[src/rtl/debounce_pkg.sv]
// debounce_pkg: shared tick defaults and counter-width helper for the button debouncers
package debounce_pkg;
  localparam int LONG_TICKS_1S = 100;
  localparam int REPEAT_TICKS_200MS = 20;
  function automatic int cnt_w(input int n);
    return $clog2(n + 1);
  endfunction
endpackage

[src/rtl/debounce_multi_if.sv]
// debounce_multi_if: raw key inputs and debounced key events for N_CH channels
interface debounce_multi_if #(parameter int N_CH = 4);
  logic [N_CH-1:0] key_in;
  logic [N_CH-1:0] key_level;
  logic [N_CH-1:0] key_press;
  logic [N_CH-1:0] key_release;
  logic [N_CH-1:0] key_long;
  logic [N_CH-1:0] key_repeat;
  modport master(output key_in, input key_level, key_press, key_release, key_long, key_repeat);
  modport slave(input key_in, output key_level, key_press, key_release, key_long, key_repeat);
endinterface

[src/rtl/debounce_ch.sv]
// debounce_ch: one button channel with level, edge, long-press and auto-repeat detection
module debounce_ch
  import debounce_pkg::*;
#(
  parameter int DEPTH = 3,
  parameter int LONG_TICKS = LONG_TICKS_1S,
  parameter int REPEAT_TICKS = REPEAT_TICKS_200MS,
  parameter bit REPEAT_EN = 1'b1
) (
  input  logic clk_db,
  input  logic rst_n,
  input  logic key_in,
  output logic key_level,
  output logic key_press,
  output logic key_release,
  output logic key_long,
  output logic key_repeat
);
  localparam int HW = cnt_w(LONG_TICKS);
  localparam int RW = cnt_w(REPEAT_TICKS);
  localparam logic [HW-1:0] L_MAX = HW'(LONG_TICKS);
  localparam logic [RW-1:0] R_MAX = RW'(REPEAT_TICKS);
  logic [DEPTH-1:0] sr;
  logic prev;
  logic [HW-1:0] hold;
  logic [RW-1:0] rep, rep_nxt;
  logic rep_on;
  // repeat counter runs 1..R_MAX once the hold counter has saturated
  always_comb begin
    rep_on = REPEAT_EN && key_level && hold == L_MAX;
    rep_nxt = (rep == R_MAX) ? RW'(1) : rep + 1'b1;
  end
  always_ff @(posedge clk_db) begin
    if (!rst_n) begin
      sr <= '0;
      prev <= 1'b0;
      hold <= '0;
      rep <= '0;
      key_level <= 1'b0;
      key_press <= 1'b0;
      key_release <= 1'b0;
      key_long <= 1'b0;
      key_repeat <= 1'b0;
    end else begin
      sr <= {sr[DEPTH-2:0], key_in};
      key_level <= &sr ? 1'b1 : |sr ? key_level : 1'b0;
      prev <= key_level;
      key_press <= key_level & ~prev;
      key_release <= ~key_level & prev;
      hold <= !key_level ? '0 : hold == L_MAX ? hold : hold + 1'b1;
      key_long <= key_level && hold == L_MAX - 1'b1;
      rep <= rep_on ? rep_nxt : '0;
      key_repeat <= rep_on && rep_nxt == R_MAX;
    end
  end
endmodule

[src/rtl/debounce_multi.sv]
// debounce_multi: N_CH independent push-button debouncers on the slow debounce clock
module debounce_multi
  import debounce_pkg::*;
#(
  parameter int N_CH = 4,
  parameter int DEPTH = 3,
  parameter int LONG_TICKS = LONG_TICKS_1S,
  parameter int REPEAT_TICKS = REPEAT_TICKS_200MS,
  parameter logic [N_CH-1:0] REPEAT_EN = '1
) (
  input logic clk_db,
  input logic rst_n,
  debounce_multi_if.slave bus
);
  for (genvar i = 0; i < N_CH; i++) begin : g_ch
    debounce_ch #(
      .DEPTH(DEPTH),
      .LONG_TICKS(LONG_TICKS),
      .REPEAT_TICKS(REPEAT_TICKS),
      .REPEAT_EN(REPEAT_EN[i])
    ) u_ch (
      .clk_db(clk_db),
      .rst_n(rst_n),
      .key_in(bus.key_in[i]),
      .key_level(bus.key_level[i]),
      .key_press(bus.key_press[i]),
      .key_release(bus.key_release[i]),
      .key_long(bus.key_long[i]),
      .key_repeat(bus.key_repeat[i])
    );
  end
endmodule

[src/flat_wrapper.sv]
// flat-port wrapper written by rule: the top's interface ports become plain ports
module debounce_multi_flat import debounce_pkg::*;
#(
  parameter int N_CH = 4,
  parameter int DEPTH = 3,
  parameter int LONG_TICKS = LONG_TICKS_1S,
  parameter int REPEAT_TICKS = REPEAT_TICKS_200MS,
  parameter logic [N_CH-1:0] REPEAT_EN = '1
)
  (clk_db, rst_n, bus_key_in, bus_key_level, bus_key_press, bus_key_release, bus_key_long, bus_key_repeat);
  debounce_multi_if #(.N_CH(N_CH)) bus_i ();
  input logic clk_db;
  input logic rst_n;
  input wire logic [$bits(bus_i.key_in)-1:0] bus_key_in;
  output wire logic [$bits(bus_i.key_level)-1:0] bus_key_level;
  output wire logic [$bits(bus_i.key_press)-1:0] bus_key_press;
  output wire logic [$bits(bus_i.key_release)-1:0] bus_key_release;
  output wire logic [$bits(bus_i.key_long)-1:0] bus_key_long;
  output wire logic [$bits(bus_i.key_repeat)-1:0] bus_key_repeat;
  assign bus_i.key_in = bus_key_in;
  assign bus_key_level = bus_i.key_level;
  assign bus_key_press = bus_i.key_press;
  assign bus_key_release = bus_i.key_release;
  assign bus_key_long = bus_i.key_long;
  assign bus_key_repeat = bus_i.key_repeat;
  debounce_multi #(.N_CH(N_CH), .DEPTH(DEPTH), .LONG_TICKS(LONG_TICKS), .REPEAT_TICKS(REPEAT_TICKS), .REPEAT_EN(REPEAT_EN)) u_core (.clk_db(clk_db), .rst_n(rst_n), .bus(bus_i));
endmodule
[config.mk]
export PLATFORM = sky130hd
export DESIGN_NAME = debounce_multi_flat
export DESIGN_NICKNAME = d
export VERILOG_FILES = /design/src/rtl/debounce_pkg.sv /design/src/rtl/debounce_multi_if.sv /design/src/rtl/debounce_ch.sv /design/src/rtl/debounce_multi.sv /design/src/flat_wrapper.sv
export SDC_FILE = /design/constraint.sdc
export NUM_CORES = 1
export LEC_CHECK = 0
export ABC_CLOCK_PERIOD_IN_PS = 1300
export CORE_MARGIN = 3
export CORE_UTILIZATION = 52
export DETAILED_ROUTE_END_ITERATION = 8
export PLACE_DENSITY = 0.75
export SLEW_MARGIN = 25
export SYNTH_ARGS = -nofsm -noshare
export SYNTH_HDL_FRONTEND = slang
export SYNTH_SLANG_ARGS = --single-unit
[constraint.sdc]
create_clock -name clk_db -period 1.3 [get_ports clk_db]
set_input_delay 0.13 -clock clk_db [delete_from_list [all_inputs] [get_ports clk_db]]
set_output_delay 0.13 -clock clk_db [all_outputs]
set_load 0.05 [all_outputs]
# After elaboration in Yosys (flattened, before gate mapping)
# Index checks and enable logic that the tools add are counted.
# totals
ff_bits	84
input_bits	6
output_inout_bits	20
# op_classes
n_addsub	8
n_eq_ne	20
mux	12
n_bitwise	16
reduce_logical	28
# ops
operator	n
== test 7 bit (second input constant)	8
== test 5 bit (second input constant)	8
adder 7 x 1 -> 7 bit (second input constant)	4
adder 5 x 1 -> 5 bit (second input constant)	4
2-to-1 mux 5 bit	4
AND reduction 2 bit	8
logical AND 1 bit	12
AND reduction 3 bit	4
OR reduction 3 bit	4
bitwise AND 1 bit	8
2-to-1 mux 1 bit	8
inequality test 2 bit (second input constant)	4
NOT 1 bit	8

# Longest topological paths before layout
# logic_depth
ltp_word	4
depth_mapped	5
ltp_nobuf	5

# Cells and area by module
# A second synthesis with hierarchy kept.
# unflattened
hier_cells	355
hier_area_um2	3444.6
# modules_own_cells
module	instances	cells_each	area_per_inst_um2	seq_area_each_um2
debounce_ch (u_core.g_ch[0].u_ch ...)	3	89	858.3	420.4
debounce_ch (u_core.g_ch[2].u_ch)	1	88	869.6	420.4

# Worst setup path before layout
# OpenSTA, ideal clock, no wires.
# synth_timing
path_type	flip-flop to flip-flop
from	register u_core.g_ch[1].u_ch.rep[0]
to	register u_core.g_ch[1].u_ch.rep[4]
setup_time_ps	116
t_arrival_ps	1199
required_time_ps	1184
setup_slack_ps	-15
path_stages_with_launch	5
synth_period_minus_slack_ps	1315
path_cell_list	dfxtp_1 ha_1 and3b_2 a211o_2 and2_2
# synth_via
elab_chain_len	2
word_cells_on_any_way	3
cone_classes	add/sub (1); eq/ne (1); mux (1)
# synth_rtl
element	line	text
from (decl)	debounce_ch.sv:26	logic [RW-1:0] rep, rep_nxt;
from (signal assigned)	debounce_ch.sv:52	rep <= rep_on ? rep_nxt : '0;
adder 5 x 1 -> 5 bit or == test 5 bit (tied branches)	debounce_ch.sv:31	rep_nxt = (rep == R_MAX) ? RW'(1) : rep + 1'b1;
2-to-1 mux 5 bit (*)	debounce_ch.sv:31	
# Every way passes the cells marked *; elsewhere a longest branch is shown, timed or not.
# A chain may end at the register's enable or synchronous reset.

# Worst setup path in the final report
# layout_timing
from	register u_core.g_ch[1].u_ch.rep[0]
to	register u_core.g_ch[1].u_ch.key_repeat
# layout_via
elab_chain_len	4
word_cells_on_any_way	5
cone_classes	add/sub (1); eq/ne (2); mux (1); reduce/logical (1)
# layout_rtl
element	line	text
adder 5 x 1 -> 5 bit or == test 5 bit (tied branches)	debounce_ch.sv:31	
2-to-1 mux 5 bit (*)	debounce_ch.sv:31	
== test 5 bit (*)	debounce_ch.sv:53	key_repeat <= rep_on && rep_nxt == R_MAX;
logical AND 1 bit (*)	debounce_ch.sv:53	
to (signal assigned)	debounce_ch.sv:43	key_repeat <= 1'b0;
to (signal assigned)	debounce_ch.sv:53	
to (decl)	debounce_ch.sv:17	output logic key_repeat
# Marked as above.

==> reports/metrics.cfg <==
[outcome]
status = complete, but fails checks
violations = setup timing

[power_and_ir_drop]
comb_power_share_pct = 1.0
p_sw_share_pct = 18.01
pwr_density_cell_nw_per_um2 = 1090
peakVddDrop_mv = 0.8417
netSwitchingPower_mw = 0.9079
clkPwrFrac_pct = 47.7
internal_power_mw = 4.134
seqPwrFrac_pct = 51.3
p_total_mw = 5.042
p_leak_nw = 1.801

[worst_setup_path]
worstPathRequired_ns = 1.55
crit_path_cell_trace = ha_4, and3b_2, a211o_2, and4_1
rr_startpoint = u_core.g_ch[1].u_ch.rep[0]
crit_arrival_ns = 1.58
r2r_end = u_core.g_ch[1].u_ch.key_repeat
crit_path_start_kind = flop
critPathTopFamily = simple AND/OR/NAND/NOR gates
cp_num_buf_inv = 0
rrSetupSlack_ns = -0.04
cp-endpoint = u_core.g_ch[1].u_ch.key_repeat
worstPathMaxFanout = 3
crit_path_end_kind = flop
path_depth = 4
slowest_stage = dfxtp_4
startpoint = u_core.g_ch[1].u_ch.rep[0]
path_class = reg -> reg
cp_slowest_stage_delay_ns = 0.38
rr_worst_depth = 4

[yosys]
synth_top_family_by_area = simple AND/OR/NAND/NOR gates
syn_area_per_cell_um2 = 9.452
synth_edf_count = 0
synth_fp_nets = 400
postSynth.asyncResetShare_pct = 0
yosysSeqAreaShare_pct = 47.44
ys_top_cells_by_area = dfxtp_1, ha_1, buf_4
yosysUniqueCellTypes = 43
syn_inst = 375
synthesis.area_um2 = 3545
synth-main-ff-cell = dfxtp_1
synth_simple_gate_area_share_pct = 23.86
yosysWarnings = 0
synth_top_area_share_pct = 47.44
synth_top_area_cell = dfxtp_1
synth_compound_area_share_pct = 8.895
ys_ff_latch = 84
synth-xor-area-share_pct = 5.683
synth.mux.area_fraction_pct = 0
synth_fa_ha_area_share_pct = 6.707

[timing]
worst_pin_slew_ns = 0.3663
rsz0062_at_grt = true
setup_ws_ns = -0.03586
clock.fmax_mhz = 748.6
skew_ns = 0.006393
finalCritPeriodShare_pct = 102.8
setup_tns_ns = -0.05391
final_max_slew_viol_count = 0
hold_viol = 0
setup_viol = 2
slew_headroom_pct = 75.53
min_period_ns = 1.336

[run]
maxCapViolations = 0

[grt]
grt_pass1_vias = 2677
grt_usage_pct = 18.99
grt_pass1_wl_um = 11610
grt-ovfl-total = 0
grt_max_degree = 14
antenna_found_initial = 0

[drt]
final_antenna_net_count = 0
dr.pass1.iters = 4
drt-wirelength-per-cell_um = 13.45
dr_total_vias = 2736
wirelength_um = 6861
via_per_inst = 5.365
post-route-drc-count = 0
drt_iter0_drc = 111

[clocking]
hold_buffers = 0
clk_latency_ns = 0.35
clk_pin_slew_worst_paths_ns = 0.08
cts_tree = yes
clockBufferDepth = 2
cts_buffers = 9
cts.sinks = 84
htreeDepth = 3
cts-root-buf = clkbuf_8

[floorplan]
fp.dieH_um = 88.56
die_w_um = 88.56
rows = 29
core-area_um2 = 6495
start_util_pct = 54.58
dieArea_um2 = 7843
pin_count = 26

[finish]
antenna_cells = 0
syn2layout_area_growth_pct = 30.50
fin_nets = 453
post-route-util_pct = 71.22
final-instance-count-excl-fill = 510
drive_gt1_share_pct = 27.48

[place]
gp_congestion = 0.8291
dp.cells = 488
place_hpwl_um = 4755
io_buffers = 25

[min_path]
whs_path_depth = 2
hp-class = in -> reg

[layout make-up]
class	count	area, um2
clock buffer	12	145.1
timing repair buffer	66	774.5
inverter	25	93.84
clock inverter	4	120.1
multi-input combinational	242	1685
tap	77	96.34
sequential	84	1710
fill	454	1869
[worst reg2reg max path: stages, from the launching register on]
cell and delay [ns]:
dfxtp_4 0.38, ha_4 0.15, and3b_2 0.20, a211o_2 0.31, and4_1 0.20
[through the flow]
step	worst slack [ns]	cell area (um2)	hold slack, ns
global route	-0.08536	4626	0.3582
detailed placement	-0.2066	4202	0.4044
global placement	-0.1357	4202	0.4078
CTS	-0.003409	4501	0.3470
floorplan	0.006247	3548	0.2573
finish	-0.03586	4626	0.3573
[synthesized netlist by cell type (all sizes together) (2+ instances only)]
| library cell | n |
|---|---|
| nor2 | 23 |
| a21o | 4 |
| clkbuf | 3 |
| nand3 | 24 |
| nor4 | 6 |
| xnor2 | 7 |
| nand4bb | 3 |
| or3 | 8 |
| nor3 | 15 |
| and4bb | 3 |
| nor4b | 2 |
| nor2b | 4 |
| buf | 21 |
| xor2 | 16 |
| inv | 25 |
| o21a | 3 |
| dfxtp | 84 |
| o21ai | 18 |
| nand2 | 25 |
| ha | 19 |
| and2 | 16 |
| nand4 | 4 |
| and3 | 3 |
| nand4b | 4 |
| a21oi | 18 |
| and4 | 2 |
| a21boi | 5 |
[power by group through the flow]
| stage | combinational [mW] | sequential (mW) | clock [mW] |
|---|---|---|---|
| 2_1_floorplan | 0.0241 | 2.65 | 0 |
| 3_3_place_gp | 0.0504 | 2.65 | 0 |
| 3_5_place_dp | 0.0514 | 2.65 | 0 |
| 4_1_cts | 0.0518 | 2.59 | 2.46 |
| 5_1_grt | 0.0567 | 2.59 | 2.57 |
| 6_report | 0.0508 | 2.59 | 2.41 |
[cell usage in the layout (no fill, tap or decap), drive strengths merged]
| master | count |
|---|---|
| a2111oi | 1 |
| a211o | 1 |
| a211oi | 1 |
| a21bo | 1 |
| a21boi | 5 |
| a21o | 4 |
| a21oi | 18 |
| a32oi | 1 |
| and2 | 16 |
| and3 | 3 |
| and3b | 1 |
| and4 | 2 |
| and4b | 1 |
| and4bb | 3 |
| buf | 61 |
| bufinv | 4 |
| clkbuf | 12 |
| clkdlybuf4s50 | 5 |
| dfxtp | 84 |
| ha | 19 |
| inv | 25 |
| nand2 | 25 |
| nand3 | 24 |
| nand3b | 1 |
| nand4 | 4 |
| nand4b | 4 |
| nand4bb | 3 |
| nor2 | 23 |
| nor2b | 4 |
| nor3 | 15 |
| nor3b | 1 |
| nor4 | 6 |
| nor4b | 2 |
| o21a | 3 |
| o21ai | 18 |
| or3 | 8 |
| or3b | 1 |
| xnor2 | 7 |
| xor2 | 16 |
[repair_timing]
action                                  4_1_cts  5_1_grt
gates resized for setup                       5       33
buffers inserted                              2        4
endpoints found under the setup margin        7       26
pin swaps                                     2       11
[flip-flops by register name, summed over array words and instances (netlist names)]
register / cells
u_core.g_ch.u_ch.hold: 28
u_core.g_ch.u_ch.rep: 20
u_core.g_ch.u_ch.sr: 12
u_core.g_ch.u_ch.key_level: 4
u_core.g_ch.u_ch.key_long: 4
u_core.g_ch.u_ch.key_press: 4
u_core.g_ch.u_ch.key_release: 4
u_core.g_ch.u_ch.key_repeat: 4
u_core.g_ch.u_ch.prev: 4
[worst min-delay path by stage]
stage                                  start                             to
finish                         bus_key_in[1]      u_core.g_ch[1].u_ch.sr[0]
CTS                            bus_key_in[1]      u_core.g_ch[1].u_ch.sr[0]
global placement    u_core.g_ch[3].u_ch.prev  u_core.g_ch[3].u_ch.key_press
global route                   bus_key_in[1]      u_core.g_ch[1].u_ch.sr[0]
floorplan                      bus_key_in[0]      u_core.g_ch[0].u_ch.sr[0]
detailed placement  u_core.g_ch[1].u_ch.prev  u_core.g_ch[1].u_ch.key_press
[kinds of logic after synthesis]
group / Yosys count
xor gates and xnor gates: 23
AOI/OAI and AO/OA: 53
adders and majority gates: 19
and+or+nand+nor: 147
buffers and inverters: 49
DFF: 84
[metal layers]
metal	vias to the layer above	track usage, %	part of all wire, %
met3	14	5.214	3.0
met2	46	33.11	52
li1	1378	-	-
met5	-	0	0
met4	0	8.379	1.8
met1	1298	21.69	43
Power figures use the tool's default switching activity.
